--- config.mk ---
export PLATFORM = sky130hd
export DESIGN_NAME = jtag_tap_slave
export DESIGN_NICKNAME = d
export VERILOG_FILES = /design/src/rtl/jtag_pkg.sv /design/src/rtl/jtag_sync_edge.sv /design/src/rtl/jtag_tap_slave.sv
export SDC_FILE = /design/constraint.sdc
export NUM_CORES = 1
export LEC_CHECK = 0
export BUFFER_PORTS_ARGS = -buffer_cell sky130_fd_sc_hd__buf_2
export CORE_ASPECT_RATIO = 0.75
export CORE_MARGIN = 5
export CORE_UTILIZATION = 45
export DETAILED_ROUTE_END_ITERATION = 8
export PLACE_DENSITY = 0.79
export REMOVE_ABC_BUFFERS = 1
export SETUP_SLACK_MARGIN = 0.4
export SYNTH_ARGS = -nofsm -noshare
export SYNTH_HDL_FRONTEND = slang
export SYNTH_SLANG_ARGS = --single-unit
--- constraint.sdc ---
create_clock -name CLK -period 2.2 [get_ports CLK]
set_clock_uncertainty 0.15 [all_clocks]
set_input_delay 0.22 -clock CLK [delete_from_list [all_inputs] [get_ports CLK]]
set_output_delay 0.22 -clock CLK [all_outputs]
set_load 0.03 [all_outputs]
--- src/rtl/jtag_pkg.sv ---
// rtl/jtag_pkg.sv - TAP state encoding, capture constant and next-state function
// Encoding is the LFSR-style code shared with jtag_phy; IR states are DR codes with bit 3 set.
package jtag_pkg;

  typedef enum logic [3:0] {
    RUNTEST_IDLE = 4'b0000,
    SELECT_DR    = 4'b0001,
    SHIFT_DR     = 4'b0010,
    UPDATE_DR    = 4'b0011,
    CAPTURE_DR   = 4'b0100,
    EXIT1_DR     = 4'b0101,
    PAUSE_DR     = 4'b0110,
    EXIT2_DR     = 4'b0111,
    LOGIC_RESET  = 4'b1000,
    SELECT_IR    = 4'b1001,
    SHIFT_IR     = 4'b1010,
    UPDATE_IR    = 4'b1011,
    CAPTURE_IR   = 4'b1100,
    EXIT1_IR     = 4'b1101,
    PAUSE_IR     = 4'b1110,
    EXIT2_IR     = 4'b1111
  } state_t;

  localparam logic [1:0] IR_CAPTURE = 2'b01;
  localparam int IDCODE_WIDTH = 32;

  function automatic state_t tap_next(input state_t s, input logic tms);
    state_t n;
    n = LOGIC_RESET;
    case (s)
      LOGIC_RESET:            n = tms ? LOGIC_RESET : RUNTEST_IDLE;
      RUNTEST_IDLE:           n = tms ? SELECT_DR   : RUNTEST_IDLE;
      SELECT_DR:              n = tms ? SELECT_IR   : CAPTURE_DR;
      SELECT_IR:              n = tms ? LOGIC_RESET : CAPTURE_IR;
      CAPTURE_DR, SHIFT_DR:   n = tms ? EXIT1_DR    : SHIFT_DR;
      EXIT1_DR:               n = tms ? UPDATE_DR   : PAUSE_DR;
      PAUSE_DR:               n = tms ? EXIT2_DR    : PAUSE_DR;
      EXIT2_DR:               n = tms ? UPDATE_DR   : SHIFT_DR;
      CAPTURE_IR, SHIFT_IR:   n = tms ? EXIT1_IR    : SHIFT_IR;
      EXIT1_IR:               n = tms ? UPDATE_IR   : PAUSE_IR;
      PAUSE_IR:               n = tms ? EXIT2_IR    : PAUSE_IR;
      EXIT2_IR:               n = tms ? UPDATE_IR   : SHIFT_IR;
      UPDATE_DR, UPDATE_IR:   n = tms ? SELECT_DR   : RUNTEST_IDLE;
      default:                n = LOGIC_RESET;
    endcase
    return n;
  endfunction

endpackage

--- src/rtl/jtag_sync_edge.sv ---
// rtl/jtag_sync_edge.sv - 2-flop synchronizers for TCK/TMS/TDI with TCK edge pulses
// TMS/TDI come out with the same latency as the synchronized TCK so they line up with the edge pulse.
module jtag_sync_edge (
  input  logic clk,
  input  logic rst,
  input  logic tck,
  input  logic tms,
  input  logic tdi,
  output logic tck_rise,
  output logic tck_fall,
  output logic tms_s,
  output logic tdi_s
);

  logic [1:0] tck_sync_q, tck_sync_d;
  logic [1:0] tms_sync_q, tms_sync_d;
  logic [1:0] tdi_sync_q, tdi_sync_d;
  logic       tck_dly_q,  tck_dly_d;

  always_comb begin
    tck_sync_d = {tck_sync_q[0], tck};
    tms_sync_d = {tms_sync_q[0], tms};
    tdi_sync_d = {tdi_sync_q[0], tdi};
    tck_dly_d  = tck_sync_q[1];
  end

  always_ff @(posedge clk) begin
    if (rst) begin
      tck_sync_q <= '0;
      tms_sync_q <= '0;
      tdi_sync_q <= '0;
      tck_dly_q  <= 1'b0;
    end else begin
      tck_sync_q <= tck_sync_d;
      tms_sync_q <= tms_sync_d;
      tdi_sync_q <= tdi_sync_d;
      tck_dly_q  <= tck_dly_d;
    end
  end

  assign tck_rise = tck_sync_q[1] & ~tck_dly_q;
  assign tck_fall = ~tck_sync_q[1] & tck_dly_q;
  assign tms_s    = tms_sync_q[1];
  assign tdi_s    = tdi_sync_q[1];

endmodule

--- src/rtl/jtag_tap_slave.sv ---
// rtl/jtag_tap_slave.sv - oversampled TAP responder with IDCODE, BYPASS and a fabric USER DR
// All TAP activity is qualified by TCK edge pulses derived on CLK; TDO moves only on TCK falls.
module jtag_tap_slave
  import jtag_pkg::*;
#(
  parameter int                  IR_WIDTH   = 4,
  parameter int                  DR_WIDTH   = 64,
  parameter logic [31:0]         IDCODE_VAL = 32'h1BAD_C0DE,
  parameter logic [IR_WIDTH-1:0] IR_IDCODE  = 4'b0001,
  parameter logic [IR_WIDTH-1:0] IR_USER    = 4'b1000
) (
  input  logic                CLK,
  input  logic                RESET,
  input  logic                TCK,
  input  logic                TMS,
  input  logic                TDI,
  output logic                TDO,
  output logic                TDO_OE,
  output logic [3:0]          TAP_STATE,
  output logic                USER_CAPTURE,
  input  logic [DR_WIDTH-1:0] USER_RDDATA,
  output logic                USER_WREN,
  output logic [DR_WIDTH-1:0] USER_WRDATA
);

  logic tck_rise, tck_fall, tms_s, tdi_s;

  jtag_sync_edge u_sync (
    .clk      (CLK),
    .rst      (RESET),
    .tck      (TCK),
    .tms      (TMS),
    .tdi      (TDI),
    .tck_rise (tck_rise),
    .tck_fall (tck_fall),
    .tms_s    (tms_s),
    .tdi_s    (tdi_s)
  );

  state_t                  state_q,  state_d;
  logic [IR_WIDTH-1:0]     ir_q,     ir_d;
  logic [IR_WIDTH-1:0]     ir_sr_q,  ir_sr_d;
  logic [IDCODE_WIDTH-1:0] id_sr_q,  id_sr_d;
  logic [DR_WIDTH-1:0]     user_sr_q, user_sr_d;
  logic [DR_WIDTH-1:0]     wrdata_q, wrdata_d;
  logic                    byp_q,    byp_d;
  logic                    tdo_q,    tdo_d;
  logic                    tdo_oe_q, tdo_oe_d;
  logic                    cap_q,    cap_d;
  logic                    wren_q,   wren_d;
  logic                    sel_id, sel_user;

  assign sel_id   = (ir_q == IR_IDCODE);
  assign sel_user = (ir_q == IR_USER);

  always_comb begin
    state_d   = state_q;
    ir_d      = ir_q;
    ir_sr_d   = ir_sr_q;
    id_sr_d   = id_sr_q;
    user_sr_d = user_sr_q;
    wrdata_d  = wrdata_q;
    byp_d     = byp_q;
    tdo_d     = tdo_q;
    tdo_oe_d  = tdo_oe_q;
    cap_d     = 1'b0;
    wren_d    = 1'b0;

    if (tck_rise) begin
      state_d = tap_next(state_q, tms_s);
      case (state_q)
        SHIFT_IR: ir_sr_d = {tdi_s, ir_sr_q[IR_WIDTH-1:1]};
        SHIFT_DR: begin
          if (sel_id)        id_sr_d   = {tdi_s, id_sr_q[IDCODE_WIDTH-1:1]};
          else if (sel_user) user_sr_d = {tdi_s, user_sr_q[DR_WIDTH-1:1]};
          else               byp_d     = tdi_s;
        end
        default: ;
      endcase
      // Captures and updates act on state entry; USER capture waits one CLK for USER_CAPTURE.
      case (state_d)
        CAPTURE_IR: ir_sr_d = IR_WIDTH'(IR_CAPTURE);
        UPDATE_IR:  ir_d    = ir_sr_q;
        CAPTURE_DR: begin
          if (sel_id)        id_sr_d = IDCODE_VAL;
          else if (sel_user) cap_d   = 1'b1;
          else               byp_d   = 1'b0;
        end
        UPDATE_DR: begin
          if (sel_user) begin
            wren_d   = 1'b1;
            wrdata_d = user_sr_q;
          end
        end
        default: ;
      endcase
    end

    if (cap_q) user_sr_d = USER_RDDATA;

    if (state_q == LOGIC_RESET) ir_d = IR_IDCODE;

    if (tck_fall) begin
      tdo_oe_d = (state_q == SHIFT_DR) || (state_q == SHIFT_IR);
      if (state_q == SHIFT_IR) tdo_d = ir_sr_q[0];
      else if (sel_id)         tdo_d = id_sr_q[0];
      else if (sel_user)       tdo_d = user_sr_q[0];
      else                     tdo_d = byp_q;
    end
  end

  always_ff @(posedge CLK) begin
    if (RESET) begin
      state_q   <= LOGIC_RESET;
      ir_q      <= IR_IDCODE;
      ir_sr_q   <= '0;
      id_sr_q   <= '0;
      user_sr_q <= '0;
      wrdata_q  <= '0;
      byp_q     <= 1'b0;
      tdo_q     <= 1'b0;
      tdo_oe_q  <= 1'b0;
      cap_q     <= 1'b0;
      wren_q    <= 1'b0;
    end else begin
      state_q   <= state_d;
      ir_q      <= ir_d;
      ir_sr_q   <= ir_sr_d;
      id_sr_q   <= id_sr_d;
      user_sr_q <= user_sr_d;
      wrdata_q  <= wrdata_d;
      byp_q     <= byp_d;
      tdo_q     <= tdo_d;
      tdo_oe_q  <= tdo_oe_d;
      cap_q     <= cap_d;
      wren_q    <= wren_d;
    end
  end

  assign TDO          = tdo_q;
  assign TDO_OE       = tdo_oe_q;
  assign TAP_STATE    = state_q;
  assign USER_CAPTURE = cap_q;
  assign USER_WREN    = wren_q;
  assign USER_WRDATA  = wrdata_q;

endmodule
After elaboration in Yosys (flattened, before gate mapping)

Cells that the tools add are included.
Widths: inputs -> output; s select.

Output and inout port bits: 72
Bits of input ports: 69
Bits in registers: 184

Eq/ne operators: 22
Reduce and logical (&&, ||, !) cells: 16
Bitwise operators: 7
Muxes and demuxes: 35

Operator list:

| operator           | count |
|---|---|
| $mux 64            | 5 |
| $mux 32            | 4 |
| $pmux 4 s12        | 1 |
| $eq 4x4->1 const B | 11 |
| $eq 4x3->1 const B | 5 |
| $mux 4             | 5 |
| $mux 1             | 15 |
| $mux 3             | 5 |
| $eq 4x2->1 const B | 3 |
| $eq 4x1->1 const B | 2 |
| $reduce_bool 2->1  | 4 |
| $reduce_or 2->1    | 3 |
| $reduce_or 3->1    | 2 |
| $not 1->1          | 5 |
| $logic_not 4->1    | 1 |
| $reduce_and 2->1   | 2 |
| $reduce_and 4->1   | 1 |
| $reduce_or 4->1    | 1 |
| $reduce_and 3->1   | 1 |
| $and 1x1->1        | 2 |
| $ne 2x2->1 const B | 1 |
| $logic_or 1x1->1   | 1 |

Logic depth before layout (Yosys ltp)

Depth after elaboration: 7
Gate-level depth with buffers: 7
Depth with buffers taken out: 4

Modules after synthesis

Synthesis repeated with hierarchy kept, for this count alone.

Cell total of the unflattened synthesis: 881
Area, all modules: 7672.4 sq um

Modules (own cells, without submodules):

| module         | area each (sq um) | sequential area each (sq um) | cells an instance | instances |
|---|---|---|---|---|
| jtag_tap_slave | 7475.9            | 3543.4                       | 865               | 1 |
| jtag_sync_edge | 196.4             | 140.1                        | 16                | 1 |

Worst setup path after synthesis

OpenSTA, ideal clock, no wires.

Path type: register to register
From: register state_q[0], in the netlist TAP_STATE[0]
To: register id_sr_q[11]
Library setup time: 0.129 ns
Arrival time: 1.930 ns
Setup slack: -0.009 ns
Period minus slack after synthesis: 2.209 ns
Cell stages (with the launch flop): 7
Path through: dfxtp_1 buf_2 nor3b_1 o2111ai_1 clkbuf_1 a22oi_1 nor2_1

Longest elaborated chain between the ends: 6
Elaborated cells between the ends (all ways): 25

RTL lines:

| element                                                             | RTL line              | source |
|---|---|---|
| start: declaration                                                  | jtag_tap_slave.sv:40  | `state_t state_q, state_d;` |
| start signal: assignment                                            | jtag_tap_slave.sv:126 | `state_q <= state_d;` |
| $eq 4x2->1, or another cell as far along                            | jtag_pkg.sv:30        | `case (s)` |
| $reduce_or 3->1 (no source line) or $reduce_or 2->1 (tied branches) | n/a                   |  |
| $pmux 4 s12                                                         | jtag_pkg.sv:30        |  |
| $mux 4                                                              | jtag_tap_slave.sv:69  | `if (tck_rise) begin` |
| $eq 4x3->1                                                          | jtag_tap_slave.sv:81  | `case (state_d)` |
| $mux 32 (*)                                                         | jtag_tap_slave.sv:81  |  |
| end signal: assignment                                              | jtag_tap_slave.sv:129 | `id_sr_q <= id_sr_d;` |
| end: declaration                                                    | jtag_tap_slave.sv:43  | `logic [IDCODE_WIDTH-1:0] id_sr_q, id_sr_d;` |

Mark *: on every way between the ends. The rest lies on a longest branch, timed or not. The select of a mux whose other input is x is not followed.
A chain may end at the register's enable or synchronous reset.

Final worst setup path

From: register ir_q[0]
To: register wrdata_q[48], in the netlist USER_WRDATA[48]

Longest elaborated chain between the ends: 2

RTL lines:

| element                           | RTL line              | source |
|---|---|---|
| start: declaration                | jtag_tap_slave.sv:41  | `logic [IR_WIDTH-1:0] ir_q, ir_d;` |
| start signal: assignment          | jtag_tap_slave.sv:127 | `ir_q <= ir_d;` |
| $eq 4x4->1                        | jtag_tap_slave.sv:54  | `assign sel_user = (ir_q == IR_USER);` |
| $reduce_and 3->1 (no source line) | n/a                   |  |
| end signal: assignment            | jtag_tap_slave.sv:131 | `wrdata_q <= wrdata_d;` |
| end: declaration                  | jtag_tap_slave.sv:45  | `logic [DR_WIDTH-1:0] wrdata_q, wrdata_d;` |

No other way between the ends.

==> metrics.txt <==
status=completed; final core occ=63.2%; Max clock buf depth=2; vias in the first global route=6,670; leakage power=0.00408 µW; Sequential Area=3690 µm²; Core ar.=16,000 µm²; first-pass GRT wire length=34,400 µm; Final Max Slew Viols=0; worst hold-check path type=input pin to flop; Avg Inst Size Synth=8.62 µm²; Vias per Instance=5.72; CTS Sinks=184; Worst VDD drop=0.537 mV; die height=120 µm; Worst-Margin Slew=508 ps; Clock transition at path regs=70 ps; Rel. slew slack=66.2%; FP Rows=40; initial DRC count=762; Post-synth EDFFs=0; most frequent cells in the layout=192 x nand2_1, 177 x dfxtp_1, 139 x buf_2; die area=18,800 µm²; Routed WL=24,200 µm; DR vias=7,383; Max Cap Viol=0; period utilization=97.0%; crit path launch type=flop; PortBufs=140; Multi-input gate area=3050 µm²; antenna-violating nets left=0; wire per inst=18.8 µm; Fillers=1,224; total CTS buffers=17; nets@finish=1,136; P&R area growth vs syn=38.6%; Yosys Warn Count=0; GR Util All Layers=22.8%; DR pass1 iterations=8; num ports=141; share of cells above drive strength 1=28.5%; H-tree depth=4; clock root buffer=clkbuf_16; sequential-to-total area share from yosys stat=50.6%; synthesized area=7280 µm²; Critical Path RT=2360 ps; unrepaired setup endpoints after global routing=yes; Overall Power=6680 µW; synth unique cells=42; CP arrival=2290 ps; post-synthesis register bit count=184; Crit. End Element=flop; Die X=157 µm; initial antenna violation count=0; FMAX=0.469 GHz; CTS tree=built; post-detail-place hpwl=11,900 µm; Initial Util=45.6%; Setup Viol. Count Final=0; GPL Wtd Cong=0.823; Clock Latency Late Sink=440 ps; post-route minimum period=2130 ps; pwr dens=662 nW/µm²; DR DRC count=0; critical path class=flop to flop; ant diodes=0; crit-path max FO=33; Final Hold Fails=0; cell count after synthesis=844; FFs w/ async S/R, synth=0%; grt ovf=0; Synth Flop Type=dfxtp_1; largest net degree at the start of global routing=93; most common cell after layout, fill and taps aside=nand2_1
[layout make-up]
cell class	instances	share of cell area, %
Multi-Input combinational cell	520	30.3
Inverter	68	2.53
Clock inverter	14	1.48
Sequential cell	184	36.6
Clock buffer	18	4.25
Tap cell	210	2.60
Timing Repair Buffer	276	22.3
[synthesized netlist by cell type, types with 10 or more instances]
master | count | share of area (%)
a21oi_1 | 101 | 6.9
a21oi_2 | 15 | 1.8
a221oi_1 | 64 | 7.7
a22oi_1 | 15 | 1.5
a31oi_1 | 20 | 1.7
buf_6 | 11 | 1.7
clkbuf_1 | 47 | 2.4
dfxtp_1 | 184 | 51
inv_1 | 67 | 3.5
nand2_1 | 205 | 11
nor2_1 | 22 | 1.1
nor2b_1 | 10 | 0.86
o221a_2 | 19 | 2.9
[cell families (layout without fill, tap and decap cells)]
group	Yosys count	after routing	synth area share, %
AND/OR/NAND/NOR	263	263	15.3
AO/OA/AOI/OAI	251	251	24.4
flip-flops	184	184	50.6
buffers and inverters	140	376	8.87
multiplexers	5	5	0.688
XOR/XNOR	1	1	0.120
[state kept, by name (all words and copies together) (netlist names)]
name               flops
TDO                    1
u_sync.tck_dly_q       1
TDO_OE                 1
u_sync.tdi_sync_q      2
id_sr_q               32
ir_q                   4
byp_q                  1
TAP_STATE              4
user_sr_q             64
USER_WREN              1
u_sync.tms_sync_q      2
u_sync.tck_sync_q      2
USER_CAPTURE           1
USER_WRDATA           64
ir_sr_q                4
[power breakdown]
| part | internal (µW) | total [µW] | switching, µW |
|---|---|---|---|
| clock | 1680 | 3050 | 1370 |
| combinational | 149 | 285 | 136 |
| sequential | 3340 | 3340 | 7.71 |
[stage by stage]
stage          setup TNS [ps]  setup WS, ps  cells  hold slack, ps  instance area (µm²)
6_report                    0          65.6   1290            89.6                10100
5_1_grt                     0          34.0   1290            90.1                10100
4_1_cts                     0           131   1267            71.7                 9630
3_5_place_dp            -1330         -39.8   1159             279                 8240
3_3_place_gp            -93.3         -13.0   1159             271                 8240
2_1_floorplan         -222080         -2560    772             132                 6890
[per-layer routing]
metal	up-vias	track usage [%]	wire length, µm
met5	-	0	0
met4	0	7.43	688
met3	68	5.41	2210
met2	398	36.0	11300
met1	3532	30.7	10100
li1	3385	-	-
[worst max-delay path, stage by stage (launching register included)]
cell	delay (ps)
dfxtp_2	320
or4b_4	540
or4_4	570
buf_12	200
nand2_1	120
a21oi_1	70
[what timing repair did]
action,in CTS,in global routing
cloned,3,10
hold buffers,67,0
hold endpoints to repair,67,0
buffers inserted,6,13
pin swaps,2,19
resized for setup,9,49
setup endpoints to repair,152,168
[final timing paths]
kind / from / endpoint / slack [ps] / depth (start not counted)
worst min-delay path: RESET / TAP_STATE[1] / 90 / 2
worst max-delay path: ir_q[0] / USER_WRDATA[48] / 70 / 5
worst max register to register: ir_q[0] / USER_WRDATA[48] / 70 / 5
worst min register to register: u_sync.tms_sync_q[0] / u_sync.tms_sync_q[1] / 290 / 1
(Power assumes the default switching activity.)
